**src/rtl/arm_pkg.sv**
```systemverilog
`default_nettype none
// ============================================================================
//  Module      : arm_pkg
//  Description : Shared constants and helpers for the 5-stage ARM pipeline.
//                ADDR_W / INSTR_W   : default datapath widths
//                NOP_INSTR          : MOV r0,r0, inserted on flush/reset
//                PC_STEP            : sequential fetch increment
//                sat_inc()          : saturating increment for stat counters
//  Revision    : 1.0 - initial release
// ============================================================================
package arm_pkg;

    localparam int          ADDR_W    = 32;
    localparam int          INSTR_W   = 32;
    localparam logic [31:0] NOP_INSTR = 32'hE1A0_0000;
    localparam int          PC_STEP   = 4;

    // Counters of any width up to 32 bits pass through here zero-extended;
    // the caller truncates the result back to its own width.
    function automatic logic [31:0] sat_inc(input logic [31:0] val,
                                            input logic [31:0] max_val);
        return (val >= max_val) ? val : val + 32'd1;
    endfunction

endpackage : arm_pkg
`default_nettype wire

```
**src/rtl/fetch_unit_if.sv**
```systemverilog
`default_nettype none
// ============================================================================
//  Module      : fetch_unit_if
//  Description : Bus bundle of the instruction-fetch stage.
//                slave  modport : fetch unit side
//                master modport : pipeline / memory / testbench side
//                Control in : freezeIn, branchTakenIn, branchAddrIn
//                Memory     : imemAddrOut (out), imemDataIn (in)
//                IF/ID      : pcOut, instrOut, validOut
//                Statistics : stallCountOut, flushCountOut
//  Revision    : 1.0 - initial release
// ============================================================================
interface fetch_unit_if
    import arm_pkg::*;
#(
    parameter int ADDR_W  = arm_pkg::ADDR_W,
    parameter int INSTR_W = arm_pkg::INSTR_W,
    parameter int CNT_W   = 16
) ();

    logic               freezeIn;
    logic               branchTakenIn;
    logic [ADDR_W-1:0]  branchAddrIn;
    logic [ADDR_W-1:0]  imemAddrOut;
    logic [INSTR_W-1:0] imemDataIn;
    logic [ADDR_W-1:0]  pcOut;
    logic [INSTR_W-1:0] instrOut;
    logic               validOut;
    logic [CNT_W-1:0]   stallCountOut;
    logic [CNT_W-1:0]   flushCountOut;

    modport slave (
        input  freezeIn, branchTakenIn, branchAddrIn, imemDataIn,
        output imemAddrOut, pcOut, instrOut, validOut,
               stallCountOut, flushCountOut
    );

    modport master (
        output freezeIn, branchTakenIn, branchAddrIn, imemDataIn,
        input  imemAddrOut, pcOut, instrOut, validOut,
               stallCountOut, flushCountOut
    );

endinterface : fetch_unit_if
`default_nettype wire

```
**src/rtl/fetch_unit_if_id_reg.sv**
```systemverilog
`default_nettype none
// ============================================================================
//  Module      : if_id_reg
//  Description : IF/ID pipeline register with synchronous reset, hold and
//                flush. Reset and flush both load the bubble (NOP, pc 0,
//                invalid); hold keeps the current contents.
//                clk, rst      : clock, synchronous active-high reset
//                i_hold        : keep current contents (freeze)
//                i_flush       : load a bubble (wins over i_hold)
//                i_pc, i_instr : next PC field / instruction word
//                o_pc, o_instr, o_valid : registered IF/ID fields
//  Revision    : 1.0 - initial release
// ============================================================================
module if_id_reg
    import arm_pkg::*;
#(
    parameter int                 ADDR_W    = arm_pkg::ADDR_W,
    parameter int                 INSTR_W   = arm_pkg::INSTR_W,
    parameter logic [INSTR_W-1:0] NOP_INSTR = INSTR_W'(arm_pkg::NOP_INSTR)
) (
    input  wire logic               clk,
    input  wire logic               rst,
    input  wire logic               i_hold,
    input  wire logic               i_flush,
    input  wire logic [ADDR_W-1:0]  i_pc,
    input  wire logic [INSTR_W-1:0] i_instr,
    output logic      [ADDR_W-1:0]  o_pc,
    output logic      [INSTR_W-1:0] o_instr,
    output logic                    o_valid
);

    logic [ADDR_W-1:0]  r_pc;
    logic [INSTR_W-1:0] r_instr;
    logic               r_valid;

    always_ff @(posedge clk) begin
        if (rst || i_flush) begin
            r_pc    <= '0;
            r_instr <= NOP_INSTR;
            r_valid <= 1'b0;
        end else if (!i_hold) begin
            r_pc    <= i_pc;
            r_instr <= i_instr;
            r_valid <= 1'b1;
        end
    end

    assign o_pc    = r_pc;
    assign o_instr = r_instr;
    assign o_valid = r_valid;

endmodule : if_id_reg
`default_nettype wire

```
**src/rtl/fetch_unit.sv**
```systemverilog
`default_nettype none
// ============================================================================
//  Module      : fetch_unit
//  Description : Instruction-fetch stage. Holds the PC, drives the
//                instruction-memory address, registers the fetched word into
//                IF/ID and keeps saturating stall/flush statistics.
//                Priority per edge: reset > branch > freeze > normal fetch.
//                clkIn, rstIn : clock, synchronous active-high reset
//                bus          : fetch_unit_if.slave (control, imem, IF/ID,
//                               statistics)
//                Interface parameters must match ADDR_W/INSTR_W/CNT_W here.
//  Revision    : 1.0 - initial release
// ============================================================================
module fetch_unit
    import arm_pkg::*;
#(
    parameter int                 ADDR_W    = arm_pkg::ADDR_W,
    parameter int                 INSTR_W   = arm_pkg::INSTR_W,
    parameter int                 CNT_W     = 16,
    parameter logic [ADDR_W-1:0]  RESET_PC  = '0,
    parameter logic [INSTR_W-1:0] NOP_INSTR = INSTR_W'(arm_pkg::NOP_INSTR)
) (
    input wire logic     clkIn,
    input wire logic     rstIn,
    fetch_unit_if.slave  bus
);

    localparam logic [ADDR_W-1:0] c_pc_step   = ADDR_W'(PC_STEP);
    localparam logic [ADDR_W-1:0] c_align_msk = ~ADDR_W'(3);
    // All-ones of a CNT_W counter, widened to the helper's 32-bit domain.
    localparam logic [31:0]       c_cnt_max   = 32'((64'd1 << CNT_W) - 64'd1);

    logic [ADDR_W-1:0] r_pc;
    logic [CNT_W-1:0]  r_stall_cnt;
    logic [CNT_W-1:0]  r_flush_cnt;
    logic [ADDR_W-1:0] w_pc_plus4;
    logic [ADDR_W-1:0] w_target;

    // Natural modulo-2^ADDR_W wrap is intended; no overflow flag.
    assign w_pc_plus4 = r_pc + c_pc_step;
    assign w_target   = bus.branchAddrIn & c_align_msk;

    always_ff @(posedge clkIn) begin
        if (rstIn) begin
            r_pc <= RESET_PC;
        end else if (bus.branchTakenIn) begin
            r_pc <= w_target;
        end else if (!bus.freezeIn) begin
            r_pc <= w_pc_plus4;
        end
    end

    // A branch during a freeze counts only as a flush: the bubble replaces
    // the frozen instruction, so no hold cycle actually happens.
    always_ff @(posedge clkIn) begin
        if (rstIn) begin
            r_stall_cnt <= '0;
            r_flush_cnt <= '0;
        end else if (bus.branchTakenIn) begin
            r_flush_cnt <= CNT_W'(sat_inc(32'(r_flush_cnt), c_cnt_max));
        end else if (bus.freezeIn) begin
            r_stall_cnt <= CNT_W'(sat_inc(32'(r_stall_cnt), c_cnt_max));
        end
    end

    if_id_reg #(
        .ADDR_W    (ADDR_W),
        .INSTR_W   (INSTR_W),
        .NOP_INSTR (NOP_INSTR)
    ) u_if_id (
        .clk     (clkIn),
        .rst     (rstIn),
        .i_hold  (bus.freezeIn),
        .i_flush (bus.branchTakenIn),
        .i_pc    (w_pc_plus4),
        .i_instr (bus.imemDataIn),
        .o_pc    (bus.pcOut),
        .o_instr (bus.instrOut),
        .o_valid (bus.validOut)
    );

    assign bus.imemAddrOut   = r_pc;
    assign bus.stallCountOut = r_stall_cnt;
    assign bus.flushCountOut = r_flush_cnt;

endmodule : fetch_unit
`default_nettype wire
```
**src/flat_wrapper.sv**
```systemverilog
// flat-port wrapper written by rule: the top's interface ports become plain ports
module fetch_unit_flat import arm_pkg::*;
#(
    parameter int                 ADDR_W    = arm_pkg::ADDR_W,
    parameter int                 INSTR_W   = arm_pkg::INSTR_W,
    parameter int                 CNT_W     = 16,
    parameter logic [ADDR_W-1:0]  RESET_PC  = '0,
    parameter logic [INSTR_W-1:0] NOP_INSTR = INSTR_W'(arm_pkg::NOP_INSTR)
)
  (clkIn, rstIn, bus_freezeIn, bus_branchTakenIn, bus_branchAddrIn, bus_imemDataIn, bus_imemAddrOut, bus_pcOut, bus_instrOut, bus_validOut, bus_stallCountOut, bus_flushCountOut);
  fetch_unit_if #(.ADDR_W(ADDR_W), .INSTR_W(INSTR_W), .CNT_W(CNT_W)) bus_i ();
  input wire logic clkIn;
  input wire logic rstIn;
  input wire logic [$bits(bus_i.freezeIn)-1:0] bus_freezeIn;
  input wire logic [$bits(bus_i.branchTakenIn)-1:0] bus_branchTakenIn;
  input wire logic [$bits(bus_i.branchAddrIn)-1:0] bus_branchAddrIn;
  input wire logic [$bits(bus_i.imemDataIn)-1:0] bus_imemDataIn;
  output wire logic [$bits(bus_i.imemAddrOut)-1:0] bus_imemAddrOut;
  output wire logic [$bits(bus_i.pcOut)-1:0] bus_pcOut;
  output wire logic [$bits(bus_i.instrOut)-1:0] bus_instrOut;
  output wire logic [$bits(bus_i.validOut)-1:0] bus_validOut;
  output wire logic [$bits(bus_i.stallCountOut)-1:0] bus_stallCountOut;
  output wire logic [$bits(bus_i.flushCountOut)-1:0] bus_flushCountOut;
  assign bus_i.freezeIn = bus_freezeIn;
  assign bus_i.branchTakenIn = bus_branchTakenIn;
  assign bus_i.branchAddrIn = bus_branchAddrIn;
  assign bus_i.imemDataIn = bus_imemDataIn;
  assign bus_imemAddrOut = bus_i.imemAddrOut;
  assign bus_pcOut = bus_i.pcOut;
  assign bus_instrOut = bus_i.instrOut;
  assign bus_validOut = bus_i.validOut;
  assign bus_stallCountOut = bus_i.stallCountOut;
  assign bus_flushCountOut = bus_i.flushCountOut;
  fetch_unit #(.ADDR_W(ADDR_W), .INSTR_W(INSTR_W), .CNT_W(CNT_W), .RESET_PC(RESET_PC), .NOP_INSTR(NOP_INSTR)) u_core (.clkIn(clkIn), .rstIn(rstIn), .bus(bus_i));
endmodule
```
**config.mk**
```make
export PLATFORM = sky130hd
export DESIGN_NAME = fetch_unit_flat
export DESIGN_NICKNAME = d
export VERILOG_FILES = /design/src/rtl/arm_pkg.sv /design/src/rtl/fetch_unit_if.sv /design/src/rtl/fetch_unit_if_id_reg.sv /design/src/rtl/fetch_unit.sv /design/src/flat_wrapper.sv
export SDC_FILE = /design/constraint.sdc
export NUM_CORES = 1
export LEC_CHECK = 0
export CORE_MARGIN = 4
export CORE_UTILIZATION = 51
export DETAILED_ROUTE_END_ITERATION = 12
export PLACE_DENSITY_LB_ADDON = 0.12
export SYNTH_ARGS = -nofsm -noshare
export SYNTH_HDL_FRONTEND = slang
export SYNTH_HIERARCHICAL = 1
export SYNTH_SLANG_ARGS = --single-unit
export TNS_END_PERCENT = 50
```
**constraint.sdc**
```tcl
create_clock -name clkIn -period 3.9 [get_ports clkIn]
set_input_delay 0.975 -clock clkIn [delete_from_list [all_inputs] [get_ports clkIn]]
set_output_delay 0.975 -clock clkIn [all_outputs]
set_load 0.05 [all_outputs]
```
Yosys cells after proc, flatten, opt, wreduce, memory -nomap -nowiden. Cells that the tools add are included.

Add/subtract/negate cells: 3. Multiply operators: 0. Divide/modulo/power cells: 0. Order comparisons: 2. Eq/ne operators: 1. Shift operators: 0. Multiplexer cells: 2. Bitwise gates (word level): 3. Reduce and logical (&&, ||, !) cells: 4.

Operators with widths (count): 32-bit 2-to-1 mux (2); 16-bit by 1-bit adder with 16-bit output, second input constant (2); 32-bit by 3-bit adder with 32-bit output, second input constant (1); 16-bit >= comparator, second input constant (2); 1-bit NOT (3); 3-bit AND reduction (1); 2-bit by 1-bit inequality test with 1-bit output, second input constant (1); 2-bit AND reduction (1); 2-bit OR reduction (1); 1-bit logical OR (1).

Register bits after elaboration: 129. Bits in latches: 0. RAM bits: 0. Bits in read-only memories: 0. Input bits: 68. Output and inout bits: 129. Logic and storage cells: 22. Memories kept: 0.

Logic depth before layout (Yosys ltp). Gate-level depths: netlist of run 1.

Word-level depth: 3. Mapped depth: 8. Mapped depth without buffers: 7.

Cells and area by module. The synthesis of run 1 kept the hierarchy.

By module, submodules not included: fetch_unit (instances 1, cells each 487, area an instance 3915.0 sq um, sequential area each 1241.2 sq um); if_id_reg (instances 1, cells each 211, area an instance 2301.0 sq um, sequential area each 1301.2 sq um).

Least setup slack after synthesis of run 1. No wires, ideal clock.

Path kind: input -> register. Start point: in bus_branchTakenIn. End point: reg u_core.r_stall_cnt[13] (netlist: u_core/bus.stallCountOut[13]). Arrival time: 2.408 ns. Required time: 3.779 ns. Setup slack: 1.371 ns. Stages on the path: 6. Cell sequence: clkbuf_1 nand2b_1 or3_1 clkbuf_1 nor4b_1 mux2_2.

Cells in the longest elaborated chain, start to end: 2.

Ends and longest elaborated chain: start, declared (RTL line flat_wrapper.sv:15) `input wire logic [$bits(bus_i.branchTakenIn)-1:0] bus_branchTakenIn;`; 1-bit NOT (no line); 3-bit AND reduction (no line); end signal, assigned (RTL line fetch_unit.sv:62) `r_stall_cnt <= CNT_W'(sat_inc(32'(r_stall_cnt), c_cnt_max));`; end, declared (RTL line fetch_unit.sv:34) `logic [CNT_W-1:0] r_stall_cnt;`.

No other way between the ends. A chain may end at the register's enable or synchronous reset.

Final worst setup path of run 1.
Start point: reg u_core.r_pc[10] (netlist: u_core/bus.imemAddrOut[10]). End point: out bus_imemAddrOut[10].

RTL lines: start, declared (RTL line fetch_unit.sv:33) `logic [ADDR_W-1:0] r_pc;`; start signal, assigned (RTL line fetch_unit.sv:47) `r_pc <= w_target;`; start signal, assigned (RTL line fetch_unit.sv:49) `r_pc <= w_pc_plus4;`; end, declared (RTL line flat_wrapper.sv:18) `output wire logic [$bits(bus_i.imemAddrOut)-1:0] bus_imemAddrOut;`.

No word-level cell between the ends.

==> impl_metrics.yaml, run 1 <==
global_routing:
  grt_pass1_vias: 5962
  met1_usage_pct: 31.7
  grt_max_degree: 60
  grt_pass1_wl_mm: 29.6
  top_usage_layer: "met2"
  grt_use_met2_pct: 43.0
  grt_overflow_total: 0
  globalRouteMet3Util_pct: 5.93
  grtUsageTotal_pct: 25.4
  antenna_found_initial: 0
critical_path:
  timing.rr.end: "u_core/u_if_id/o_pc[29]"
  worstSetupPathType: "register to output pin"
  slowest_delay_ns: 0.89
  end_kind: "output pin"
  critPathSlowestCell: "clkdlybuf4s50_1"
  r2r-start: "u_core/bus.imemAddrOut[5]"
  rrSetupSlack_ns: 1.47
  cp_data_arrival_time_ns: 1.86
  startpoint_type: "register"
  cp_num_buf_inv: 1
  cp_cell_sequence: "clkdlybuf4s50_1"
  crit_fanout: 10
  worstRegToRegCells: 6
  critical_path.top_delay_family: "buffers and inverters"
  crit_required_ns: 2.92
synthesis:
  ys_warn_count: 6
  synth_edf_count: 0
  synth_most_common_cell: "dfxtp_1"
  synthCells: 698
  synth_ff_type: "dfxtp_1"
  async_reset_ff_share_pct: 0
  ys_ff_latch: 127
  synth_largest_area_cell: "dfxtp_1"
  synth_area_leaders: "dfxtp_1, mux2i_1, nor2_1, xnor2_1, nand2_1"
  synth_top_area_share_pct: 40.9
  syn-cell-area_mm2: 0.00622
  yosysSeqAreaShare_pct: 40.9
  avgSynthCellArea_um2: 8.91
  synth_cell_type_count: 53
  yosys-top-cells-count: "dfxtp_1, nor2_1, mux2i_1, nand2_1, a21oi_1"
sta:
  hold_viol_final: 0
  drv_slew: 0
  fin_crit_ns: 2.84
  fmaxAchievable_mhz: 352
  tns_ns: 0
  max_slew_margin_pct: 33.4
  tightest_slew_ns: 0.992
  setup_viol: 0
  clock_skew_ns: 0.00555
  grt_setup_unrepaired: "false"
  post-route-period-util_pct: 72.8
cts:
  numCtsBuffers: 17
  clk_transition_reported_paths_ns: 0.05
  clockBufferDepth: 2
  ctsResizeCount: 0
  clock_latency_ns: 0.41
  clock_sinks: 127
  cts_root_buf: "clkbuf_16"
  cts_hold_buf: 0
  h-tree-depth: 4
  cts_setup_buffers: 0
  cts_tree: "yes"
placed_design:
  dp_hpwl_mm: 12.5
  place_congestion: 0.924
  port_buffers: 192
layout:
  layout-drive-gt1-share_pct: 6.55
  layout.nets: 944
  diodes: 0
  synthToLayoutAreaGrowth_pct: 40.6
drt:
  drtPass1Iterations: 5
  drt_iter0_drc: 411
  postRouteAntennaNets: 0
  drc: 0
  via_per_inst: 5.86
  wirelength_mm: 18.1
  wl_per_cell_um: 17.5
  via_count: 6057
power_and_ir_drop:
  p_leak_uw: 0.00324
  p_total_uw: 3450
  p_per_area_mw_per_mm2: 395
  vdd_ir_drop_max_mv: 0.272
floorplan:
  dieArea_mm2: 0.0140
  initial_core_util_pct: 52.0
  die_y_um: 118
  rows: 40
  dieWidth_um: 118
  core-area_mm2: 0.0120
  ios: 197
hold_path:
  hold_class: "register to register"
  holdPathStages: 2
  min_to: "u_core/u_if_id/o_valid"
  hp-start: "u_core/u_if_id/o_valid"
outcome:
  run_status: "complete, no violations"
run:
  cap_violations: 0
## layer usage
metal / part of all wire, % / vias to the layer above / wire length, um
met1: 43 / 2865 / 7840
met5: 0 / - / 0
met2: 48 / 271 / 8750
met4: 1.7 / 0 / 299
li1: - / 2894 / -
met3: 6.6 / 27 / 1200
## cell type report
cell class | count | area [um2]
fillers | 921 | 3220
multi-input cells | 508 | 3380
inverters | 18 | 67.6
clock inverters | 6 | 80.1
clock buffers | 26 | 499
flip-flops and latches | 127 | 2540
well taps | 147 | 184
repair buffers | 201 | 1980
## worst max-delay path by stage
stage	from	to	slack, ns	depth (start not counted)
CTS	u_core/bus.imemAddrOut[10]	bus_imemAddrOut[10]	1.04	1
global placement	bus_branchTakenIn	u_core/bus.stallCountOut[13]	0.84	5
finish	u_core/bus.imemAddrOut[10]	bus_imemAddrOut[10]	1.06	1
floorplan	bus_branchTakenIn	u_core/bus.stallCountOut[13]	1.37	6
detailed placement	bus_branchTakenIn	u_core/bus.stallCountOut[15]	0.79	5
global route	u_core/bus.imemAddrOut[10]	bus_imemAddrOut[10]	0.99	1
## sequential cells by signal, indices dropped and copies added (netlist names)
name,count
u_core/u_if_id/o_instr,32
u_core/u_if_id/o_pc,32
u_core/bus.imemAddrOut,30
u_core/bus.flushCountOut,16
u_core/bus.stallCountOut,16
u_core/u_if_id/o_valid,1
## where the power goes
| group | switching (uW) | leakage, uW | internal, uW |
|---|---|---|---|
| combinational | 301 | 0.00192 | 206 |
| sequential | 57.3 | 0.00104 | 1340 |
| clock | 542 | 0.000288 | 1000 |
## cell usage in the layout, fill, tap and decap left out, types with 8 or more instances in the layout
cell type	instances
clkdlybuf4s50_1	190
dfxtp_1	127
nor2_1	96
mux2i_1	66
nand2_1	43
a21oi_1	29
xnor2_1	28
nand3_1	24
nand4_1	23
inv_1	18
clkbuf_16	17
or4_1	17
and4_1	16
nor4_1	12
o21ai_0	12
o31ai_1	12
nor2b_1	12
mux2_2	11
buf_4	10
a211oi_1	10
and3_1	9
or3_1	9
xor2_1	8
## through the flow
stage,setup WS [ns],util [%],cell area [um2],hold WS (ns),cells
final,1.06,73.0,8740,0.452,1033
after global routing,0.990,73.0,8740,0.482,1033
after CTS,1.04,73.0,8740,0.457,1033
after detailed placement,0.788,68.2,8160,0.449,1001
after global placement,0.841,68.2,8160,0.437,1001
after floorplan,1.37,-,6230,0.665,701
## logic make-up (layout without fill, tap and decap cells)
| family | after synthesis | after routing | share of synthesized area [%] |
|---|---|---|---|
| other | 1 | 4 | 0.0603 |
| AOI/OAI and AO/OA | 101 | 101 | 11.4 |
| muxes | 77 | 77 | 12.6 |
| and+or+nand+nor | 287 | 287 | 24.4 |
| xor gates and xnor gates | 36 | 36 | 5.07 |
| DFF | 127 | 127 | 40.9 |
| adders and majority gates | 3 | 3 | 0.604 |
| buffers and inverters | 66 | 251 | 4.97 |
Power figures use the tool's default switching activity.
==> run 2: changes to the inputs <==
CORE_UTILIZATION = 47   (was 51)
clock period = 2.85 ns   (was 3.9 ns; I/O delays follow)
==> impl_metrics.yaml, run 2 (synthesis gave the netlist of run 1 again) <==
critical_path:
  crit_required_ns: 2.14
  critPathSlowestCell: "clkdlybuf4s50_1"
  cp_cell_sequence: "clkdlybuf4s50_1"
  cp_num_buf_inv: 1
  slowest_delay_ns: 0.91
  crit_fanout: 10
  worstSetupPathType: "register to output pin"
  cp_data_arrival_time_ns: 1.88
  startpoint_type: "register"
  critical_path.top_delay_family: "buffers and inverters"
  end_kind: "output pin"
sta:
  tns_ns: 0
  tightest_slew_ns: 0.828
  worst_hold_slack_ns: 0.478
  clock_skew_ns: 0.00677
  fin_crit_ns: 2.59
  max_slew_margin_pct: 44.4
  drv_slew: 0
  hold_viol_final: 0
  setup_viol: 0
  post-route-period-util_pct: 91.0
  fmaxAchievable_mhz: 385
  grt_setup_unrepaired: "false"
cts:
  cts_tree: "yes"
  cts_setup_buffers: 0
  cts_root_buf: "clkbuf_16"
  clock_latency_ns: 0.40
  cts_hold_buf: 0
  clk_transition_reported_paths_ns: 0.05
  h-tree-depth: 4
  clockBufferDepth: 2
  numCtsBuffers: 17
  ctsResizeCount: 0
  clock_sinks: 127
drt:
  postRouteAntennaNets: 0
  wl_per_cell_um: 16.7
  via_per_inst: 5.56
  wirelength_mm: 17.8
  drtPass1Iterations: 5
  drc: 0
  via_count: 5939
  drt_iter0_drc: 387
global_routing:
  grt_max_degree: 60
  grt_pass1_wl_mm: 28.2
  grt_overflow_total: 0
  antenna_found_initial: 0
  grtUsageTotal_pct: 23.3
  grt_pass1_vias: 5677
floorplan:
  die_y_um: 123
  dieWidth_um: 123
  core-area_mm2: 0.0128
  dieArea_mm2: 0.0151
  rows: 41
  ios: 197
  initial_core_util_pct: 48.7
placed_design:
  port_buffers: 192
  dp_hpwl_mm: 12.7
  place_congestion: 0.865
power_and_ir_drop:
  vdd_ir_drop_max_mv: 0.386
  p_per_area_mw_per_mm2: 529
  p_leak_uw: 0.00328
layout:
  nFillCells: 1003
  layout-drive-gt1-share_pct: 7.37
  diodes: 0
  synthToLayoutAreaGrowth_pct: 42.2
  layout.nets: 954
  final_common_cell: "clkdlybuf4s50_1"
  final_cell_mix: "clkdlybuf4s50_1, dfxtp_1, nor2_1"
outcome:
  run_status: "complete, no violations"
hold_path:
  hold_class: "register to register"
run:
  cap_violations: 0
[run 2: cell count changes in the layout (fill, tap and decap cells not counted)]
cell and delta:
clkbuf_8 -2, buf_4 +9, clkinvlp_4 +1, clkbuf_1 +2, buf_12 +1, clkinv_2 -1
[run 2: worst paths after layout]
check                                   from                         end  slack [ns]  cells past startpoint
hold / removal        u_core/u_if_id/o_valid      u_core/u_if_id/o_valid        0.48                      2
setup / recovery  u_core/bus.imemAddrOut[10]         bus_imemAddrOut[10]        0.26                      1
hold reg to reg       u_core/u_if_id/o_valid      u_core/u_if_id/o_valid        0.48                      2
setup reg to reg   u_core/bus.imemAddrOut[2]  u_core/bus.imemAddrOut[26]        0.47                      5
[run 2: stage by stage]
step	power (uW)	instance area (um2)	instances	setup slack (ns)	util (%)
after floorplan	2380	6230	701	0.371	-
after global placement	2640	8280	1036	0.299	64.8
after detailed placement	2650	8280	1036	0.263	64.8
after CTS	4710	8840	1068	0.237	69.2
after global routing	4870	8840	1068	0.182	69.2
final	4670	8840	1068	0.255	69.2
[run 2: power breakdown]
part	switching (uW)	internal, uW
sequential	79.4	1840
combinational	412	288
clock	726	1330
[run 2: final cells by class]
class	instances	area, um2	area share [%]
Clock inverter	6	82.6	0.934
Multi-Input combinational cell	508	3380	38.3
Timing Repair Buffer	211	2070	23.4
Clock buffer	26	479	5.42
Tap cell	172	215	2.43
Inverter	18	67.6	0.764
Sequential cell	127	2540	28.8
[run 2: per-layer routing]
metal	routed length [um]	up-vias	track usage, %
li1	-	2921	-
met1	7630	2790	28.7
met2	8550	214	39.2
met3	1420	14	6.54
met4	236	0	7.82
met5	0	-	0
==> run 3: changes to the inputs <==
GPL_TIMING_DRIVEN = 0   (was default)
==> impl_metrics.yaml, run 3 (synthesis gave the netlist of run 1 again) <==
outcome:
  run_status: "complete, no violations"
global_routing:
  grtUsageTotal_pct: 25.3
  antenna_found_initial: 0
  grt_max_degree: 17
  grt_overflow_total: 0
  grt_pass1_wl_mm: 30.2
  grt_pass1_vias: 5946
critical_path:
  startpoint_type: "primary input"
  cp_data_arrival_time_ns: 2.94
  end_kind: "register"
  timing.rr.end: "u_core/bus.imemAddrOut[29]"
  worstSetupPathType: "primary input to register"
  setup.worst_path.end: "u_core/bus.stallCountOut[11]"
  crit_required_ns: 3.15
  rrSetupSlack_ns: 0.46
  worstRegToRegCells: 5
  r2r-start: "u_core/bus.imemAddrOut[4]"
  crit_path_start: "bus_branchTakenIn"
  crit_fanout: 9
layout:
  nFillCells: 990
  layout.nets: 983
  fin_util_pct: 70.5
  diodes: 0
  final_common_cell: "clkdlybuf4s50_1"
  synthToLayoutAreaGrowth_pct: 44.8
  final_cell_mix: "clkdlybuf4s50_1, dfxtp_1, nor2_1"
  layout-drive-gt1-share_pct: 7.46
  post-route-cell-area_mm2: 0.00900
sta:
  fmaxAchievable_mhz: 380
  tightest_slew_ns: 0.969
  drv_slew: 0
  setup_viol: 0
  clock_skew_ns: 0.00728
  post-route-period-util_pct: 92.5
  max_slew_margin_pct: 34.9
  setup_ws_ns: 0.215
  grt_setup_unrepaired: "false"
  worst_hold_slack_ns: 0.452
  hold_viol_final: 0
  fin_crit_ns: 2.63
power_and_ir_drop:
  p_total_uw: 4910
  p_leak_uw: 0.00334
  vdd_ir_drop_max_mv: 0.351
  p_per_area_mw_per_mm2: 546
drt:
  drt_iter0_drc: 433
  drc: 0
  dr_wl_met3_mm: 1.65
  m1WireLength_mm: 8.00
  topRoutingLayerUsed: "met4"
  drtPass1Iterations: 7
  via_per_inst: 5.64
  postRouteAntennaNets: 0
  wirelength_mm: 19.4
  via_count: 6183
  met2_length_mm: 9.24
  wl_per_cell_um: 17.7
floorplan:
  die_y_um: 123
  rows: 41
  ios: 197
  dieWidth_um: 123
  initial_core_util_pct: 48.7
  dieArea_mm2: 0.0151
  core-area_mm2: 0.0128
cts:
  clock_latency_ns: 0.42
  clock_sinks: 127
  cts_hold_buf: 0
  h-tree-depth: 4
  clockBufferDepth: 2
  numCtsBuffers: 17
  cts_tree: "yes"
  clk_transition_reported_paths_ns: 0.05
  cts_root_buf: "clkbuf_16"
placed_design:
  place_area_mm2: 0.00836
  port_buffers: 192
  dpl_worst_slack_ns: -0.378
  dp_hpwl_mm: 14.5
  place_congestion: 0.902
hold_path:
  hold_class: "register to register"
  holdPathStages: 2
run:
  cap_violations: 0
## run 3: cell count changes in the layout (fill, tap and decap cells not counted), moves of 2 or more
| cell | before | now |
|---|---|---|
| buf_4 | 19 | 8 |
| clkbuf_1 | 7 | 23 |
| clkinvlp_4 | 1 | 3 |
| bufinv_16 | 2 | 4 |
| buf_2 | 1 | 7 |
| buf_6 | 0 | 3 |
| buf_1 | 0 | 8 |
## run 3: per-stage QoR
stage                     instances  TNS (ns)
after floorplan                 701         0
after global placement         1065     -6.97
after detailed placement       1065     -8.50
after CTS                      1097         0
after global routing           1097         0
final                          1097         0
## run 3: how the worst min path moves through the flow
stage,start,to,slack [ns]
2_1_floorplan,u_core/u_if_id/o_valid,u_core/u_if_id/o_valid,0.66
3_3_place_gp,u_core/u_if_id/o_valid,u_core/u_if_id/o_valid,0.44
3_5_place_dp,u_core/u_if_id/o_valid,u_core/u_if_id/o_valid,0.45
4_1_cts,u_core/u_if_id/o_valid,u_core/u_if_id/o_valid,0.45
5_1_grt,u_core/u_if_id/o_valid,u_core/u_if_id/o_valid,0.48
6_report,u_core/u_if_id/o_valid,u_core/u_if_id/o_valid,0.45
## run 3: what timing repair did
item / 4_1_cts / 5_1_grt
endpoints found under the setup margin: 0 / 9
setup buffers: 0 / 0
hold endpoints to repair: 0 / 0
resized for setup: 0 / 5
## run 3: report_power, final
group	internal (uW)	switching, uW	total (uW)	leakage, uW
Clock	1500	764	2260	0.000299
Sequential	1840	71.3	1910	0.00104
Combinational	298	439	738	0.00201
Total	3640	1270	4910	0.00334
## run 3: cell type report
type	instances	area (um2)	area share [%]
plain buffers	48	243	2.70
inverters	18	67.6	0.751
multi-input cells	508	3380	37.6
repair buffers	192	1920	21.4
clock buffers	21	460	5.12
well taps	172	215	2.39
clock inverters	11	163	1.81
flip-flops and latches	127	2540	28.2
## run 3: layer usage
metal	vias to the layer above	global-route usage [%]
li1	2968	-
met1	2890	31.0
met2	284	42.2
met3	41	7.09
met4	0	9.90
met5	-	0
## run 3: worst max-delay path: stages
cell and delay [ns]:
clkdlybuf4s50_1 0.43, clkbuf_1 0.25, nand2b_1 0.25, or3_1 0.36
clkbuf_1 0.19, nor4_1 0.36, mux2_2 0.37
